### config.mk
export PLATFORM = sky130hd
export DESIGN_NAME = cp0_exc_ctrl_flat
export DESIGN_NICKNAME = d
export VERILOG_FILES = /design/src/rtl/cp0_exc_ctrl_pkg.sv /design/src/rtl/cp0_exc_ctrl_if.sv /design/src/rtl/cp0_int_sync.sv /design/src/rtl/cp0_exc_ctrl.sv /design/src/flat_wrapper.sv
export SDC_FILE = /design/constraint.sdc
export NUM_CORES = 1
export LEC_CHECK = 0
export ABC_AREA = 1
export CAP_MARGIN = 20
export CORE_MARGIN = 1
export CORE_UTILIZATION = 45
export CTS_CLUSTER_DIAMETER = 200
export CTS_CLUSTER_SIZE = 16
export DETAILED_ROUTE_END_ITERATION = 8
export GPL_ROUTABILITY_DRIVEN = 0
export HOLD_SLACK_MARGIN = 0.08
export PLACE_DENSITY = 0.88
export SYNTH_ARGS = -nofsm -noshare
export SYNTH_HDL_FRONTEND = slang
export SYNTH_SLANG_ARGS = --single-unit
### constraint.sdc
create_clock -name clk -period 2.8 [get_ports clk]
set_input_delay 0.28 -clock clk [delete_from_list [all_inputs] [get_ports clk]]
set_output_delay 0.28 -clock clk [all_outputs]
set_load 0.02 [all_outputs]
### src/rtl/cp0_exc_ctrl_pkg.sv
// cp0_exc_ctrl_pkg: CP0 register numbers, ExcCodes, field positions and defaults
package cp0_exc_ctrl_pkg;
    localparam logic [4:0] CP0_SR    = 5'd12;
    localparam logic [4:0] CP0_CAUSE = 5'd13;
    localparam logic [4:0] CP0_EPC   = 5'd14;
    localparam logic [4:0] CP0_PRID  = 5'd15;
    localparam logic [4:0] EXC_INT  = 5'd0;
    localparam logic [4:0] EXC_ADEL = 5'd4;
    localparam logic [4:0] EXC_ADES = 5'd5;
    localparam logic [4:0] EXC_RI   = 5'd10;
    localparam logic [4:0] EXC_OV   = 5'd12;
    localparam int SR_IE    = 0;
    localparam int SR_EXL   = 1;
    localparam int SR_IM_LO = 10;
    localparam int CAUSE_BD = 31;
    localparam logic [31:0] HANDLER_PC_DEF = 32'h0000_4180;
    localparam logic [31:0] PRID_DEF       = 32'h4D49_5053;
    typedef enum logic {RUN, HANDLER} cp0State_t;
    function automatic logic [31:0] wordAlign(input logic [31:0] a);
        return {a[31:2], 2'b00};
    endfunction
endpackage

### src/rtl/cp0_exc_ctrl_if.sv
// cp0_exc_ctrl_if: pipeline-side bundle between the M stage and CP0
interface cp0_exc_ctrl_if;
    logic [4:0]  exc_code_m;
    logic [31:0] pc_m;
    logic        bd_m;
    logic [5:0]  hw_int;
    logic        eret_m;
    logic        cp0_we;
    logic [4:0]  cp0_addr;
    logic [31:0] cp0_wdata;
    logic [31:0] cp0_rdata;
    logic        exc_req;
    logic        eret_req;
    logic [31:0] redirect_pc;
    logic [31:0] epc;
    modport master (
        output exc_code_m, pc_m, bd_m, hw_int, eret_m, cp0_we, cp0_addr, cp0_wdata,
        input  cp0_rdata, exc_req, eret_req, redirect_pc, epc
    );
    modport slave (
        input  exc_code_m, pc_m, bd_m, hw_int, eret_m, cp0_we, cp0_addr, cp0_wdata,
        output cp0_rdata, exc_req, eret_req, redirect_pc, epc
    );
endinterface

### src/rtl/cp0_int_sync.sv
// cp0_int_sync: registers Cause.IP from hw_int and qualifies the interrupt request
module cp0_int_sync (
    input  logic        clk,
    input  logic        reset,
    input  logic [5:0]  hwInt,
    input  logic [5:0]  im,
    input  logic        ie,
    input  logic        exl,
    input  logic [31:0] pcM,
    output logic [5:0]  ip,
    output logic        intReq
);
    always_ff @(posedge clk)
        ip <= reset ? 6'd0 : hwInt;
    // a bubble has no PC to return to, so the interrupt waits for a real instruction
    assign intReq = |(ip & im) & ie & !exl & (pcM != 32'd0);
endmodule

### src/rtl/cp0_exc_ctrl.sv
// cp0_exc_ctrl: CP0 exception/interrupt controller owning SR, Cause, EPC and PRId
module cp0_exc_ctrl
    import cp0_exc_ctrl_pkg::*;
#(
    parameter logic [31:0] HANDLER_PC = HANDLER_PC_DEF,
    parameter logic [31:0] PRID_VAL   = PRID_DEF
) (
    input logic clk,
    input logic reset,
    cp0_exc_ctrl_if.slave bus
);
    cp0State_t state;
    logic [5:0] im, ip;
    logic ie, bd, exl, intReq, excTake, excReq, eretReq, mtc0;
    logic [4:0] excCode;
    logic [31:0] epcReg, epcNext;
    assign exl = state == HANDLER;
    cp0_int_sync uIntSync (
        .clk(clk), .reset(reset), .hwInt(bus.hw_int), .im(im), .ie(ie),
        .exl(exl), .pcM(bus.pc_m), .ip(ip), .intReq(intReq)
    );
    assign excTake = (bus.exc_code_m != EXC_INT) & !exl;
    assign excReq  = intReq | excTake;
    assign eretReq = bus.eret_m & !excReq;
    assign mtc0    = bus.cp0_we & !excReq & !eretReq;
    assign epcNext = bus.bd_m ? bus.pc_m - 32'd4 : bus.pc_m;
    assign bus.exc_req     = excReq;
    assign bus.eret_req    = eretReq;
    assign bus.redirect_pc = excReq ? HANDLER_PC : eretReq ? epcReg : 32'd0;
    assign bus.epc         = epcReg;
    always_comb
        bus.cp0_rdata = bus.cp0_addr == CP0_SR    ? {16'd0, im, 8'd0, exl, ie} :
                        bus.cp0_addr == CP0_CAUSE ? {bd, 15'd0, ip, 3'd0, excCode, 2'd0} :
                        bus.cp0_addr == CP0_EPC   ? epcReg :
                        bus.cp0_addr == CP0_PRID  ? PRID_VAL : 32'd0;
    always_ff @(posedge clk) begin
        if (reset) begin
            state   <= RUN;
            im      <= 6'd0;
            ie      <= 1'b0;
            bd      <= 1'b0;
            excCode <= 5'd0;
            epcReg  <= 32'd0;
        end else if (excReq) begin
            state   <= HANDLER;
            excCode <= intReq ? EXC_INT : bus.exc_code_m;
            bd      <= bus.bd_m;
            epcReg  <= wordAlign(epcNext);
        end else if (eretReq) begin
            state <= RUN;
        end else if (mtc0) begin
            if (bus.cp0_addr == CP0_SR) begin
                im    <= bus.cp0_wdata[SR_IM_LO +: 6];
                ie    <= bus.cp0_wdata[SR_IE];
                state <= bus.cp0_wdata[SR_EXL] ? HANDLER : RUN;
            end
            if (bus.cp0_addr == CP0_EPC)
                epcReg <= wordAlign(bus.cp0_wdata);
        end
    end
endmodule

### src/flat_wrapper.sv
// flat-port wrapper written by rule: the top's interface ports become plain ports
module cp0_exc_ctrl_flat import cp0_exc_ctrl_pkg::*;
#(
    parameter logic [31:0] HANDLER_PC = HANDLER_PC_DEF,
    parameter logic [31:0] PRID_VAL   = PRID_DEF
)
  (clk, reset, bus_exc_code_m, bus_pc_m, bus_bd_m, bus_hw_int, bus_eret_m, bus_cp0_we, bus_cp0_addr, bus_cp0_wdata, bus_cp0_rdata, bus_exc_req, bus_eret_req, bus_redirect_pc, bus_epc);
  cp0_exc_ctrl_if bus_i ();
  input logic clk;
  input logic reset;
  input wire logic [$bits(bus_i.exc_code_m)-1:0] bus_exc_code_m;
  input wire logic [$bits(bus_i.pc_m)-1:0] bus_pc_m;
  input wire logic [$bits(bus_i.bd_m)-1:0] bus_bd_m;
  input wire logic [$bits(bus_i.hw_int)-1:0] bus_hw_int;
  input wire logic [$bits(bus_i.eret_m)-1:0] bus_eret_m;
  input wire logic [$bits(bus_i.cp0_we)-1:0] bus_cp0_we;
  input wire logic [$bits(bus_i.cp0_addr)-1:0] bus_cp0_addr;
  input wire logic [$bits(bus_i.cp0_wdata)-1:0] bus_cp0_wdata;
  output wire logic [$bits(bus_i.cp0_rdata)-1:0] bus_cp0_rdata;
  output wire logic [$bits(bus_i.exc_req)-1:0] bus_exc_req;
  output wire logic [$bits(bus_i.eret_req)-1:0] bus_eret_req;
  output wire logic [$bits(bus_i.redirect_pc)-1:0] bus_redirect_pc;
  output wire logic [$bits(bus_i.epc)-1:0] bus_epc;
  assign bus_i.exc_code_m = bus_exc_code_m;
  assign bus_i.pc_m = bus_pc_m;
  assign bus_i.bd_m = bus_bd_m;
  assign bus_i.hw_int = bus_hw_int;
  assign bus_i.eret_m = bus_eret_m;
  assign bus_i.cp0_we = bus_cp0_we;
  assign bus_i.cp0_addr = bus_cp0_addr;
  assign bus_i.cp0_wdata = bus_cp0_wdata;
  assign bus_cp0_rdata = bus_i.cp0_rdata;
  assign bus_exc_req = bus_i.exc_req;
  assign bus_eret_req = bus_i.eret_req;
  assign bus_redirect_pc = bus_i.redirect_pc;
  assign bus_epc = bus_i.epc;
  cp0_exc_ctrl #(.HANDLER_PC(HANDLER_PC), .PRID_VAL(PRID_VAL)) u_core (.clk(clk), .reset(reset), .bus(bus_i));
endmodule
==> out/results.txt, run 1 <==
Outcome: complete, no violations
Synth cell count leaders: nand2_1, nor2_1, inv_1, dfxtp_1, a21oi_1
CP Capture Type: primary output
Overall global routing resource usage: 32.5%
Num ports: 183
Area leader, netlist: dfxtp_1
DRC: 0
Top_reg_cell synth: dfxtp_1
Setup Slack @ Placement: -0.0338 ns
Clk root buf: clkbuf_8
Worst-margin pin slew: 0.674 ns
Final setup viols: 0
Antenna violations before repair: 0
Clock-pin slew on the worst setup and hold paths: 0.09 ns
Most used cell, CP: clkdlybuf4s50_1
Maximum clock frequency: 366 MHz
Final Skew: 0.00540 ns
Yosys reg bits: 50
Vias per std cell: 5.25
Clk buf depth: 2
Area Growth Syn to Fin: 62.1%
Largest net degree at the start of global routing: 49
Nets: 959
Die Wd: 93.1 µm
Sequential share of the synthesized area: 26.8%
Avg Cell Area, Syn: 5.63 µm²
Die Y: 93.1 µm
Worst path slowest cell: clkdlybuf4s50_1
Max VDD drop: 0.181 mV
Leakage power: 0.00315 µW
Fill count: 596
Total power draw: 2010 µW
Core Area: 7890 µm²
PwrDens: 332 nW/µm²
Antenna diode count: 0
Avg WL per Cell: 15.1 µm
Share of cells above drive strength 1: 7.68%
Num CTS Buffers: 5
Top-count cell post-synth: nand2_1
Antenna viol nets, final: 0
Synth top area share: 26.8%
Worst setup margin: 0.0644 ns
Min-Delay Path Class: reg2reg
Worst setup SP type: input port
Crit-path cells: clkdlybuf4s50_1 > nand4_1 > nor2_1 > clkinv_1 > buf_4 > o21ai_0 > clkdlybuf4s50_1
Yosys cell types: 33
Final worst path period share: 97.7%
Crit path arrival time: 2.46 ns
DP HPWL: 11400 µm
Initial Utilization: 47.3%
Vias in the first global route: 4741
Via count: 5116
Yosys Warn Count: 0
DRT iter0 DRCs: 350
Mapped Cells: 663
Netlist Area Pre-Place: 3730 µm²
Sink Count: 50
Hold buffer count at CTS: 0
Routed wire length: 14700 µm
I/O Buffers: 178
CTS tree: built
Critical path required time: 2.52 ns
GR Overflow Total: 0
Share of synthesized flip-flops with an asynchronous set or reset: 0%
Family with the most delay on the worst path: buffers and inverters
Post-synth EDFFs: 0
Worst slew margin: 55.0%
Peak fanout along the critical path: 9
H-tree lvl count: 2
First-pass GRT wire length: 22300 µm
Maxcap violations: 0
Slew Viols, Final: 0
Crit path buf inv count: 4
Cell Rows: 32
DRT Pass-1 Iters: 6
Die ar.: 8660 µm²
Crit Path Class: in2out
Final-report hold violation count: 0
Post-layout min period: 2.74 ns
Top cells by area, synth: dfxtp_1, nand2_1, nor2_1, inv_1, a21oi_1
Worst-Skew Late Latency: 0.30 ns
CP peak stage delay: 0.67 ns
## per-layer routing
| metal | routed length (µm) | global-route usage (%) | up-vias |
|---|---|---|---|
| li1 | - | - | 2472 |
| met5 | 0 | 0 | - |
| met1 | 5640 | 39.7 | 2262 |
| met2 | 7210 | 58.6 | 342 |
| met3 | 1420 | 3.50 | 40 |
| met4 | 413 | 11.5 | 0 |
## registers in the layout, summed over array words and instances (netlist names)
name,cells
u_core.exl,1
u_core.excCode,5
u_core.bd,1
u_core.uIntSync.ip,6
u_core.ie,1
u_core.bus.epc,30
u_core.im,6
## metrics by stage
stage / TNS [ns] / area, µm² / cells / utilization [%] / hold slack, ns
2_1_floorplan: 0 / 3740 / 666 / - / 0.387
4_1_cts: 0 / 5970 / 974 / 75.6 / 0.469
3_3_place_gp: 0 / 5880 / 967 / 74.6 / 0.451
3_5_place_dp: -0.306 / 5880 / 967 / 74.6 / 0.456
5_1_grt: -0.000723 / 6050 / 974 / 76.7 / 0.505
6_report: 0 / 6050 / 974 / 76.7 / 0.469
## where the power goes
group          internal (µW)  switching (µW)  leakage, µW
Combinational            365             432      0.00269
Clock                    172             232    0.0000373
Sequential               771            37.7     0.000414
Total                   1310             702      0.00315
## cells by family (layout without fill, tap and decap cells)
| logic type | Yosys count | count (layout) | share of synthesized area [%] |
|---|---|---|---|
| AOI/OAI and AO/OA | 83 | 83 | 12.6 |
| DFF | 50 | 50 | 26.8 |
| adders and majority gates | 2 | 2 | 0.671 |
| other | 1 | 4 | 0.101 |
| and+or+nand+nor | 397 | 397 | 43.3 |
| buffers and inverters | 116 | 322 | 13.1 |
| xor gates and xnor gates | 14 | 14 | 3.29 |
## final timing paths
check / startpoint / end / slack, ns / depth (start not counted)
worst min-delay path: u_core.excCode[4] / u_core.excCode[4] / 0.47 / 2
worst max-delay path: bus_cp0_addr[1] / bus_cp0_rdata[5] / 0.06 / 7
worst max register to register: u_core.exl / u_core.bus.epc[17] / 0.71 / 10
worst min register to register: u_core.excCode[4] / u_core.excCode[4] / 0.47 / 2
## cells in the final DEF (no fill, tap or decap), drive strengths merged
cell and n:
o2111ai 2, clkdlybuf4s50 148, o21ai 31, nand4 18, xnor2 5, ha 2
clkinv 4, inv 81, a21o 2, a22oi 1, clkinvlp 1, clkbuf 6
o21a 3, nor3 7, or2 1, nand3 31, a21oi 32, nand3b 1
o211ai 12, nand2 190, xor2 9, nor2 148, nor3b 1, dlymetal6s2s 30
dfxtp 50, conb 4, buf 52
## area by class of cell
type	instances	area, µm²	area share, %
clock buffer	6	72.6	1.20
inverter	85	322	5.32
timing repair buffer	230	2270	37.5
sequential	50	1000	16.5
multi-input combinational	500	2250	37.2
tap	102	128	2.11
clock inverter	1	7.51	0.124
## timing repair
item                       CTS  global route
buffers inserted             0             0
resized for setup            1            32
setup endpoints to repair   23            30
## worst min-delay path: cells and delay by family, from the launching register on
family | cells | cell delay, ns
AND/OR/NAND/NOR | 1 | 0.06
AO/OA/AOI/OAI | 1 | 0.05
flip-flops | 1 | 0.32
No activity file was read; power rests on OpenSTA's default activity.
==> run 2, diff against run 1 <==
CORE_UTILIZATION = 40   (was 45)
DONT_BUFFER_PORTS = 1   (was default)
PLACE_DENSITY = default   (was 0.88)
RECOVER_POWER = 25   (was default)
==> run 2 against run 1 <==
Clock power grew 5.9%. Final area shrank 29%. Worst setup slack gained 0.31 ns. Flip-flop and latch count is the same. Critical path depth grew 3. Routed wire length shrank 9.7%. Highest routed layer unchanged. Total power shrank 14%. Sequential share of layout area grew 6.9 points. Utilization shrank 29 points. Clock skew grew 0.0083 ns. Combinational power shrank 46%. Clock-buffer cell count shrank 1.
==> out/results.txt, run 2 (synthesis results as in run 1) <==
Placed cell area: 4120 µm²
Max VDD drop: 0.267 mV
Crit path arrival time: 2.15 ns
Setup Slack @ Placement: 0.597 ns
DRT iter0 DRCs: 216
Area Growth Syn to Fin: 14.5%
Antenna viol nets, final: 0
PwrDens: 407 nW/µm²
First-pass GRT wire length: 20400 µm
Cell Rows: 34
Worst path slowest cell: inv_2
DRC: 0
Leakage power: 0.00205 µW
GR Overflow Total: 0
Family with the most delay on the worst path: buffers and inverters
Die Y: 98.6 µm
DRT Pass-1 Iters: 5
Hold WS: 0.105 ns
Overall global routing resource usage: 26.9%
Min-Delay Path Class: in2reg
Crit Path Class: reg2out
Clock-pin slew on the worst setup and hold paths: 0.10 ns
H-tree lvl count: 2
Crit-path cells: nand2_1 > nand2_1 > nor2_1 > a21oi_1 > o21ai_2 > nand2_2 > nor2_4 > inv_2 > nor2_1 > buf_4
Num ports: 183
Final Skew: 0.0137 ns
Post-layout min period: 2.43 ns
Initial Utilization: 42.0%
Switching Fraction: 37.6%
Commonest non-fill, non-tap cell in the layout: nand2_1
Worst-Skew Late Latency: 0.31 ns
Final worst path period share: 86.7%
Sink Count: 50
Share of cells above drive strength 1: 10.1%
Die Wd: 98.6 µm
Antenna violations before repair: 0
Reg2reg setup slack: 0.74 ns
Core Area: 8890 µm²
I/O Buffers: 0
Worst setup SP type: register
Largest net degree at the start of global routing: 50
Setup TNS Final: 0 ns
Maxcap violations: 0
Cell area after layout: 4270 µm²
Nets: 791
Gate power share: 25.0%
Slew Viols, Final: 0
Critical path required time: 2.52 ns
Die ar.: 9720 µm²
Antenna diode count: 0
Routed wire length: 13300 µm
Flop pwr share: 50.4%
Worst-margin pin slew: 0.996 ns
Max FFs per register: 30
Crit path buf inv count: 2
Final-report hold violation count: 0
Fill count: 971
Setup Buffers After CTS: 0
DP HPWL: 10300 µm
Vias in the first global route: 4032
CP peak stage delay: 0.41 ns
Int Pwr: 1080 µW
CTS tree: built
Clk buf depth: 2
Peak fanout along the critical path: 27
Worst setup margin: 0.372 ns
Avg WL per Cell: 16.3 µm
Clock power frac: 24.6%
Vias per std cell: 5.22
Via count: 4241
Clk root buf: clkbuf_8
CP Capture Type: primary output
NetSw: 654 µW
Most frequent cells in the layout: nand2_1, nor2_1, inv_1, buf_4, dfxtp_1
Final setup viols: 0
Worst slew margin: 33.4%
Maximum clock frequency: 412 MHz
Outcome: complete, no violations
Num CTS Buffers: 5
RSZ-0062 raised after global routing: no
[run 2: layer usage]
metal  up-vias  GRT usage [%]  wire [µm]
met5         -              0          0
met4         0           5.51        161
met3        10           7.52       1240
met2       207           48.4       6370
met1      1889           31.9       5490
li1       2135              -          -
[run 2: repair_timing]
item                      in CTS  in global routing
hold endpoints to repair      22                  1
hold buffers                   6                  1
gates resized for setup        0                  0
[run 2: path summary, 6_finish.rpt]
check                    startpoint                   to  cells past startpoint
setup / recovery       u_core.im[3]  bus_redirect_pc[31]                     10
hold / removal    bus_cp0_wdata[10]         u_core.im[0]                      2
setup reg to reg       u_core.im[3]   u_core.bus.epc[15]                     10
hold reg to reg   u_core.excCode[3]    u_core.excCode[3]                      2
[run 2: power by group through the flow]
stage / Clock [µW] / Combinational, µW / Sequential (µW)
2_1_floorplan: 0 / 322 / 874
3_3_place_gp: 0 / 412 / 891
3_5_place_dp: 0 / 418 / 893
4_1_cts: 442 / 432 / 876
5_1_grt: 465 / 487 / 883
6_report: 428 / 434 / 876
[run 2: through the flow]
| stage | total power [µW] | std cells | util [%] |
|---|---|---|---|
| CTS | 1750 | 811 | 47.9 |
| global route | 1840 | 812 | 48.0 |
| finish | 1740 | 812 | 48.0 |
| floorplan | 1200 | 666 | - |
| detailed placement | 1310 | 798 | 46.3 |
| global placement | 1300 | 798 | 46.3 |
[run 2: layout make-up]
cell class | instances | area, µm² | share of cell area, %
flip-flops and latches | 50 | 1000 | 23.4
clock buffers | 5 | 68.8 | 1.61
well taps | 108 | 135 | 3.16
multi-input cells | 500 | 2250 | 52.7
repair buffers | 62 | 483 | 11.3
inverters | 85 | 319 | 7.47
clock inverters | 2 | 13.8 | 0.322
==> run 3, diff against run 2 <==
SKIP_CTS_REPAIR_TIMING = 1   (was default)
==> run 3 against run 2 <==
Final area is the same. Routed wire length down 0.12%. Clock-buffer cell count is the same. Register-to-register slack about the same. Die area did not move. Largest cell class unchanged.
==> out/results.txt, run 3 (synthesis results as in run 1) <==
Maximum clock frequency: 411 MHz
Clk buf depth: 2
Largest net degree at the start of global routing: 50
Final worst path period share: 87.0%
Commonest non-fill, non-tap cell in the layout: nand2_1
Initial Utilization: 42.0%
Footprint of the multi-input gates: 2250 µm²
DRC: 0
Final Skew: 0.0125 ns
GR Overflow Total: 0
Max VDD drop: 0.268 mV
Outcome: complete, no violations
Cell Rows: 34
Antenna violations before repair: 0
Vias per std cell: 5.22
Post-layout min period: 2.44 ns
Reg2reg setup slack: 0.75 ns
CP Capture Type: primary output
H-tree lvl count: 2
Slew Viols, Final: 0
Crit Path Class: reg2out
Nets: 791
Vias in the first global route: 4004
DRT Pass-1 Iters: 7
Gate power share: 24.9%
Worst setup margin: 0.364 ns
Share of cells above drive strength 1: 10.1%
Leakage power: 0.00205 µW
First-pass GRT wire length: 20200 µm
Min-Delay Path Class: in2reg
Flop pwr share: 50.2%
Routed wire length: 13200 µm
Overall global routing resource usage: 26.6%
Max FFs per register: 30
CTS tree: built
NetSw: 660 µW
Int Pwr: 1080 µW
Crit path arrival time: 2.16 ns
RSZ-0062 raised after global routing: no
Fill count: 968
Setup TNS Final: 0 ns
Die Y: 98.6 µm
Die ar.: 9720 µm²
Worst setup SP type: register
Antenna diode count: 0
Worst-margin pin slew: 0.942 ns
Via count: 4236
Die Wd: 98.6 µm
Final-report hold violation count: 0
Setup Slack @ Placement: 0.597 ns
Worst slew margin: 37.0%
Clock power frac: 24.9%
Most frequent cells in the layout: nand2_1, nor2_1, inv_1, buf_4, dfxtp_1
Maxcap violations: 0
DP HPWL: 10300 µm
Num ports: 183
Avg WL per Cell: 16.3 µm
Clk root buf: clkbuf_8
Antenna viol nets, final: 0
Critical path required time: 2.52 ns
Sink Count: 50
FF/Latch Area: 1000 µm²
Num CTS Buffers: 5
Core Area: 8890 µm²
Area Growth Syn to Fin: 14.5%
Worst-Skew Late Latency: 0.31 ns
Final setup viols: 0
PwrDens: 408 nW/µm²
I/O Buffers: 0
DRT iter0 DRCs: 229
Clock-pin slew on the worst setup and hold paths: 0.10 ns
Switching Fraction: 37.8%
Peak fanout along the critical path: 27
## run 3: final cells by class
| cell class | count | share of cell area, % |
|---|---|---|
| well taps | 108 | 3.16 |
| repair buffers | 62 | 11.3 |
| flip-flops and latches | 50 | 23.4 |
| clock inverters | 2 | 0.322 |
| inverters | 85 | 7.47 |
| clock buffers | 5 | 1.61 |
| multi-input cells | 500 | 52.7 |
## run 3: final timing paths
| path | to | cells after the start | startpoint |
|---|---|---|---|
| max | bus_redirect_pc[31] | 10 | u_core.im[3] |
| min | u_core.im[0] | 2 | bus_cp0_wdata[10] |
| max reg2reg | u_core.bus.epc[15] | 10 | u_core.im[3] |
| min reg2reg | u_core.excCode[3] | 2 | u_core.excCode[3] |
## run 3: critical path: stages (launching register included)
cell and delay, ns:
dfxtp_1 0.37, nand2_1 0.07, nand2_1 0.09, nor2_1 0.04, a21oi_1 0.24, o21ai_2 0.12, nand2_2 0.10, nor2_4 0.07
inv_2 0.42, nor2_1 0.14, buf_4 0.19
## run 3: metrics by stage
step	hold WS, ns	total power (µW)	instances	util (%)	cell area [µm²]
floorplan	0.387	1200	666	-	3740
global placement	0.358	1300	798	46.3	4120
detailed placement	0.360	1310	798	46.3	4120
CTS	0.0287	1740	805	47.3	4200
global route	0.0980	1840	812	48.0	4270
finish	0.104	1740	812	48.0	4270
## run 3: layer usage
metal | global-route usage (%) | share of wire [%]
met5 | 0 | 0
met4 | 5.51 | 1.5
met3 | 7.52 | 9.4
met2 | 48.0 | 47
met1 | 31.4 | 42
## run 3: power by group through the flow
stage / clock [µW] / sequential [µW] / combinational (µW)
after global placement: 0 / 891 / 412
after detailed placement: 0 / 893 / 418
after global routing: 465 / 883 / 487
after floorplan: 0 / 874 / 322
after CTS: 442 / 876 / 420
final: 434 / 876 / 434
